[src/rtl/lcd_msg_arbiter_pkg.sv]
// Shared definitions for the LCD message arbiter and the line-buffer formatter.
// - arb_state_e : arbiter FSM states.
// - MSG_*       : message IDs. These are also the arbiter request indices, so
//                 req[MSG_x] is the request line of that message and sel_id
//                 can be used directly as the formatter case selector.
package lcd_msg_arbiter_pkg;

    typedef enum logic [1:0] {
        ST_IDLE   = 2'd0,  // nothing shown, formatter renders ODO/FUEL
        ST_SHOW   = 2'd1,  // owner on screen
        ST_SWITCH = 2'd2   // new owner decided, waiting for a frame boundary
    } arb_state_e;

    // Index 0 is the urgent source; it preempts every other message.
    localparam int MSG_OIL_PRESS  = 0;
    localparam int MSG_ENGINE_ON  = 1;
    localparam int MSG_SIDE_BRAKE = 2;
    localparam int MSG_LOW_FUEL   = 3;

endpackage

[src/rtl/lcd_msg_arbiter_if.sv]
// Handshake bundle between the message sources / LCD driver and the arbiter.
// - master : drives enable, req, frame_done; observes the selection.
// - slave  : the arbiter; drives sel_valid, sel_id, sel_onehot, switch_pending.
interface lcd_msg_arbiter_if #(
    parameter int N_REQ = 4
) ();
    localparam int IDW = $clog2(N_REQ);

    logic             enable;
    logic [N_REQ-1:0] req;
    logic             frame_done;
    logic             sel_valid;
    logic [IDW-1:0]   sel_id;
    logic [N_REQ-1:0] sel_onehot;
    logic             switch_pending;

    modport master (
        output enable, req, frame_done,
        input  sel_valid, sel_id, sel_onehot, switch_pending
    );

    modport slave (
        input  enable, req, frame_done,
        output sel_valid, sel_id, sel_onehot, switch_pending
    );
endinterface

[src/rtl/ms_tick_gen.sv]
// Millisecond tick prescaler.
// - clk, rst_n : clock, asynchronous active-low reset.
// - ms_tick    : one-cycle pulse every CLK_HZ/1000 cycles (every cycle when
//                CLK_HZ/1000 == 1).
module ms_tick_gen #(
    parameter int CLK_HZ = 50_000_000
) (
    input  logic clk,
    input  logic rst_n,
    output logic ms_tick
);
    localparam int DIV = CLK_HZ / 1000;
    localparam int CW  = (DIV > 1) ? $clog2(DIV) : 1;
    localparam logic [CW-1:0] LAST = CW'(DIV - 1);

    logic [CW-1:0] cnt;

    // NOTE: sequential state uses non-blocking assignments so every register
    // samples the pre-edge values of the others.
    always_ff @(posedge clk or negedge rst_n) begin
        if (!rst_n) begin
            cnt <= '0;
        end else if (cnt == LAST) begin
            cnt <= '0;
        end else begin
            cnt <= cnt + 1'b1;
        end
    end

    assign ms_tick = (cnt == LAST);
endmodule

[src/rtl/lcd_msg_arbiter.sv]
// Round-robin owner selection for the shared 16x2 LCD, with urgent preemption
// on request 0 and ownership changes aligned to LCD frame boundaries.
// - clk, rst_n : clock, asynchronous active-low reset.
// - bus        : enable, req, frame_done in; sel_valid, sel_id, sel_onehot,
//                switch_pending out (all outputs registered).
module lcd_msg_arbiter
    import lcd_msg_arbiter_pkg::*;
#(
    parameter int N_REQ   = 4,
    parameter int CLK_HZ  = 50_000_000,
    parameter int SLOT_MS = 2000
) (
    input  logic              clk,
    input  logic              rst_n,
    lcd_msg_arbiter_if.slave  bus
);
    localparam int IDW = $clog2(N_REQ);
    localparam logic [15:0] SLOT_END = 16'(SLOT_MS);

    arb_state_e       state;
    logic             sel_valid_q;
    logic [IDW-1:0]   sel_id_q;
    logic [N_REQ-1:0] sel_onehot_q;
    logic             pending_q;
    logic [15:0]      slot_cnt;
    logic             ms_tick;

    ms_tick_gen #(.CLK_HZ(CLK_HZ)) u_tick (
        .clk     (clk),
        .rst_n   (rst_n),
        .ms_tick (ms_tick)
    );

    logic [N_REQ-1:0] act;
    logic             slot_full;
    logic             switch_cond;
    logic             do_commit;
    logic [IDW-1:0]   tgt;
    logic             tgt_found;

    assign act       = bus.req & {N_REQ{bus.enable}};
    assign slot_full = (slot_cnt == SLOT_END);

    // Switch causes while showing: owner dropped, urgent preempts a non-urgent
    // owner, or the slot expired while someone else is waiting.
    assign switch_cond = !act[sel_id_q]
                       || (act[0] && (sel_id_q != '0))
                       || (slot_full && |(act & ~sel_onehot_q));

    assign do_commit = bus.frame_done
                     && ((state == ST_SWITCH) || ((state == ST_SHOW) && switch_cond));

    // Next owner: urgent first, otherwise the first active index after the
    // current owner with wrap. With no owner on screen the scan starts at 0.
    // NOTE: every variable written here gets a default first so no latch is
    // inferred on paths that do not assign it.
    always_comb begin
        int             start;
        logic [IDW-1:0] idx;
        tgt       = '0;
        tgt_found = 1'b0;
        idx       = '0;
        start     = sel_valid_q ? int'(sel_id_q) + 1 : 0;
        if (act[0]) begin
            tgt_found = 1'b1;
        end else begin
            for (int k = 0; k < N_REQ; k++) begin
                idx = IDW'((start + k) % N_REQ);
                if (!tgt_found && act[idx]) begin
                    tgt       = idx;
                    tgt_found = 1'b1;
                end
            end
        end
    end

    always_ff @(posedge clk or negedge rst_n) begin
        if (!rst_n) begin
            state        <= ST_IDLE;
            sel_valid_q  <= 1'b0;
            sel_id_q     <= '0;
            sel_onehot_q <= '0;
            pending_q    <= 1'b0;
            slot_cnt     <= '0;
        end else begin
            if (ms_tick && !slot_full) begin
                slot_cnt <= slot_cnt + 16'd1;
            end

            if (do_commit) begin
                pending_q <= 1'b0;
                slot_cnt  <= '0;
                if (tgt_found) begin
                    state        <= ST_SHOW;
                    sel_valid_q  <= 1'b1;
                    sel_id_q     <= tgt;
                    sel_onehot_q <= N_REQ'(1) << tgt;
                end else begin
                    // sel_id keeps its last value; sel_onehot marks "no owner".
                    state        <= ST_IDLE;
                    sel_valid_q  <= 1'b0;
                    sel_onehot_q <= '0;
                end
            end else begin
                unique case (state)
                    ST_IDLE: begin
                        if (|act) begin
                            state     <= ST_SWITCH;
                            pending_q <= 1'b1;
                        end
                    end
                    ST_SHOW: begin
                        if (switch_cond) begin
                            state     <= ST_SWITCH;
                            pending_q <= 1'b1;
                        end else if (slot_full) begin
                            // Lone requester: restart its slot, no visible change.
                            slot_cnt <= '0;
                        end
                    end
                    ST_SWITCH: ;  // wait for frame_done, however long it takes
                    default: begin
                        state     <= ST_IDLE;
                        pending_q <= 1'b0;
                    end
                endcase
            end
        end
    end

    assign bus.sel_valid      = sel_valid_q;
    assign bus.sel_id         = sel_id_q;
    assign bus.sel_onehot     = sel_onehot_q;
    assign bus.switch_pending = pending_q;
endmodule

[src/flat_wrapper.sv]
// flat-port wrapper written by rule: the top's interface ports become plain ports
module lcd_msg_arbiter_flat import lcd_msg_arbiter_pkg::*;
#(
    parameter int N_REQ   = 4,
    parameter int CLK_HZ  = 50_000_000,
    parameter int SLOT_MS = 2000
)
  (clk, rst_n, bus_enable, bus_req, bus_frame_done, bus_sel_valid, bus_sel_id, bus_sel_onehot, bus_switch_pending);
  lcd_msg_arbiter_if #(.N_REQ(N_REQ)) bus_i ();
  input  logic clk;
  input  logic rst_n;
  input wire logic [$bits(bus_i.enable)-1:0] bus_enable;
  input wire logic [$bits(bus_i.req)-1:0] bus_req;
  input wire logic [$bits(bus_i.frame_done)-1:0] bus_frame_done;
  output wire logic [$bits(bus_i.sel_valid)-1:0] bus_sel_valid;
  output wire logic [$bits(bus_i.sel_id)-1:0] bus_sel_id;
  output wire logic [$bits(bus_i.sel_onehot)-1:0] bus_sel_onehot;
  output wire logic [$bits(bus_i.switch_pending)-1:0] bus_switch_pending;
  assign bus_i.enable = bus_enable;
  assign bus_i.req = bus_req;
  assign bus_i.frame_done = bus_frame_done;
  assign bus_sel_valid = bus_i.sel_valid;
  assign bus_sel_id = bus_i.sel_id;
  assign bus_sel_onehot = bus_i.sel_onehot;
  assign bus_switch_pending = bus_i.switch_pending;
  lcd_msg_arbiter #(.N_REQ(N_REQ), .CLK_HZ(CLK_HZ), .SLOT_MS(SLOT_MS)) u_core (.clk(clk), .rst_n(rst_n), .bus(bus_i));
endmodule
[config.mk]
export PLATFORM = sky130hd
export DESIGN_NAME = lcd_msg_arbiter_flat
export DESIGN_NICKNAME = d
export VERILOG_FILES = /design/src/rtl/lcd_msg_arbiter_pkg.sv /design/src/rtl/lcd_msg_arbiter_if.sv /design/src/rtl/ms_tick_gen.sv /design/src/rtl/lcd_msg_arbiter.sv /design/src/flat_wrapper.sv
export SDC_FILE = /design/constraint.sdc
export NUM_CORES = 1
export LEC_CHECK = 0
export BUFFER_PORTS_ARGS = -buffer_cell sky130_fd_sc_hd__buf_2
export CAP_MARGIN = 10
export CORE_MARGIN = 2
export CORE_UTILIZATION = 62
export CTS_BUF_LIST = sky130_fd_sc_hd__clkbuf_8
export CTS_CLUSTER_DIAMETER = 40
export CTS_CLUSTER_SIZE = 28
export DETAILED_ROUTE_END_ITERATION = 6
export PLACE_DENSITY = 0.83
export SLEW_MARGIN = 5
export SYNTH_ARGS = -nofsm -noshare
export SYNTH_HDL_FRONTEND = slang
export SYNTH_SLANG_ARGS = --single-unit
[constraint.sdc]
create_clock -name clk -period 3 [get_ports clk]
set_input_delay 0.45 -clock clk [delete_from_list [all_inputs] [get_ports clk]]
set_output_delay 0.45 -clock clk [all_outputs]
set_load 0.02 [all_outputs]
==> flow_metrics.tcl <==
set metrics [dict create \
    core_sq_um 3690 \
    yosysTopAreaCellShare 0.427 \
    grt_pass1_vias 1800 \
    grt_max_degree 42 \
    diodes 0 \
    multi_input_comb_area_sq_um 1290 \
    initial_utilization 0.651 \
    ys_async_sr_fraction 1.00 \
    cts_sinks 41 \
    numCtsBuffers 5 \
    die_w_microns 66.2 \
    dieArea_sq_um 4390 \
    ys_top_cells_by_count "dfrtp_1, nor2_1, nand3_1, xnor2_1, o21ai_0" \
    fmax_mhz 390 \
    vias_per_cell 6.12 \
    synth.largest_area_cell "dfrtp_1" \
    antenna_left 0 \
    crit_path_start_kind "flop" \
    wl_per_cell_microns 14.7 \
    critPathLaunch "u_core.slot_cnt[0]$_DFF_PN0_" \
    met3_usage 0.0494 \
    finalSetupTns_ns 0 \
    cts_tree "yes" \
    min_period_over_period 0.854 \
    overflow 0 \
    clk_path_buf_depth 2 \
    layout-drive-gt1-share 0.113 \
    regArea_sq_um 1030 \
    min_period_ns 2.56 \
    nFillCells 283 \
    portBuffers 15 \
    die_y_microns 66.2 \
    worst_pin_slew_ns 0.891 \
    synth_area_leaders "dfrtp_1, xnor2_1, nor2_1, xor2_1, nand3_1" \
    rsz0062_at_grt "false" \
    post_cts_buffers 0 \
    synth_cell_types 51 \
    fin_ws_ns 0.438 \
    cap_violations 0 \
    power_w 0.00153 \
    antenna_found_initial 0 \
    grtUsageMet1 0.346 \
    place_ws_ns 0.493 \
    finClkSkew_ns 0.00541 \
    ys_seq_area_frac 0.427 \
    crit_type "reg -> reg" \
    hold_path.class "in -> async" \
    cp-end-kind "flop" \
    synth_most_common_cell "dfrtp_1" \
    finalMaxSlewViolations 0 \
    syn2layout_area_growth_pct 8.49 \
    synth_edf_count 0 \
    dp_hpwl_microns 3240 \
    pin_count 16 \
    grt-busiest-layer "met2" \
    htree_levels 2 \
    dr_total_vias 1923 \
    setup_viol 0 \
    clk_pin_slew_ns 0.07 \
    p_per_area_nw_per_um2 588 \
    grt_util_all_layers 0.246 \
    vdd_drop_max_v 0.000460 \
    syn_area_sq_um 2400 \
    drt_iter0_markers 147 \
    cts-root-buf "clkbuf_8" \
    final_nets 277 \
    postPlaceCellArea_sq_um 2490 \
    first_pass_iters 4 \
    hold_viol 0 \
    cts_resized 0 \
    syn_inst 252 \
    stdcell_area_sq_um 2610 \
    status "finished clean" \
    drt_wl_total_microns 4620 \
    rows 22 \
    ctsHoldBuffers 0 \
    insertion_delay_ns 0.29 \
    relSlewSlack 0.406 \
    worstPathMaxFanout 16 \
    grt_pass1_wl_microns 8220 \
    grt_util_met2 0.370 \
    synth_area_per_cell_sq_um 9.53 \
    ys_seq_elements 41 \
    reg2reg_from "u_core.slot_cnt[0]$_DFF_PN0_" \
    synth_nets 264 \
    yosysWarnings 0 \
    required_ns 3.14 \
    p_leak_nw 1.13 \
    drc 0 \
    worst_ep_arrival_time_ns 2.71 \
    place_congestion 0.873 \
    synth_ff_type "dfrtp_1" \
]
## kinds of logic (layout without fill, tap and decap cells)
group / count (synthesis) / after routing / share of synthesized area
AND/OR/NAND/NOR: 119 / 119 / 0.288
flip-flops: 41 / 41 / 0.427
AO/OA/AOI/OAI: 39 / 39 / 0.112
XOR/XNOR: 28 / 28 / 0.102
buffers and inverters: 19 / 33 / 0.0370
adder cells (fa/ha/maj): 4 / 4 / 0.0208
multiplexers: 2 / 2 / 0.0135
## cells in the final DEF (no fill, tap or decap), drive strengths merged, types with 4 or more instances in the layout
master  instances
and3            6
dfrtp          41
nor2b           8
a21oi           6
nand4           7
nor4b           4
nor3b           4
nand3          18
nor2           34
inv            10
buf            16
xor2           11
ha              4
clkbuf          6
xnor2          17
nor4            8
o21ai          13
nor3            4
nand2           9
## flip-flops by register name, indices dropped and copies added, names as in the netlist
name and count:
u_core.bus.sel_valid 1, u_core.slot_cnt 16, u_core.bus.sel_id 2, u_core.state 1
u_core.bus.sel_onehot 4, u_core.bus.switch_pending 1, u_core.u_tick.cnt 16
## area by class of cell
type / instances / share of cell area
clock inverter: 2 / 0.0130
tap: 48 / 0.0231
clock buffer: 6 / 0.0317
timing repair buffer: 16 / 0.0317
multi-input combinational: 192 / 0.494
sequential: 41 / 0.394
inverter: 9 / 0.0130
## where the power goes
group          switching, W  total, W  leakage [nW]  internal [W]
Combinational      0.000263  0.000422         0.512      0.000159
Clock              0.000178  0.000446        0.0626      0.000268
Sequential        0.0000667  0.000664         0.551      0.000598
## metrics by stage
step / hold slack (ns) / cells / utilization
6_report: 0.286 / 314 / 0.706
4_1_cts: 0.309 / 314 / 0.706
5_1_grt: 0.377 / 314 / 0.706
3_3_place_gp: 0.474 / 306 / 0.675
3_5_place_dp: 0.483 / 306 / 0.675
2_1_floorplan: 0.154 / 252 / -
## per-layer routing
layer  part of all wire  vias up
met4              0.020        0
li1                   -      932
met1               0.47      932
met5                  0        -
met3              0.044       11
met2               0.47       48
## critical path, cell delays in order, from the launching register on
cell     delay (ns)
dfrtp_1        0.43
inv_1          0.08
ha_1           0.13
or4b_1         0.49
nor4_4         0.43
nor2_2         0.09
o31ai_4        0.64
nor2_1         0.13
## final timing paths
path / to / slack, ns / cells after the start
worst min-delay path: u_core.u_tick.cnt[7]$_DFF_PN0_ / 0.29 / 1
worst max register to register: u_core.slot_cnt[3]$_DFF_PN0_ / 0.44 / 7
min in group clk: u_core.bus.switch_pending$_DFFE_PN0P_ / 0.46 / 2
worst min register to register: u_core.u_tick.cnt[0]$_DFF_PN0_ / 0.49 / 1
worst max-delay path: u_core.slot_cnt[3]$_DFF_PN0_ / 0.44 / 7
max in group asynchronous: u_core.slot_cnt[5]$_DFF_PN0_ / 2.16 / 1
No activity file was read; power rests on OpenSTA's default activity.
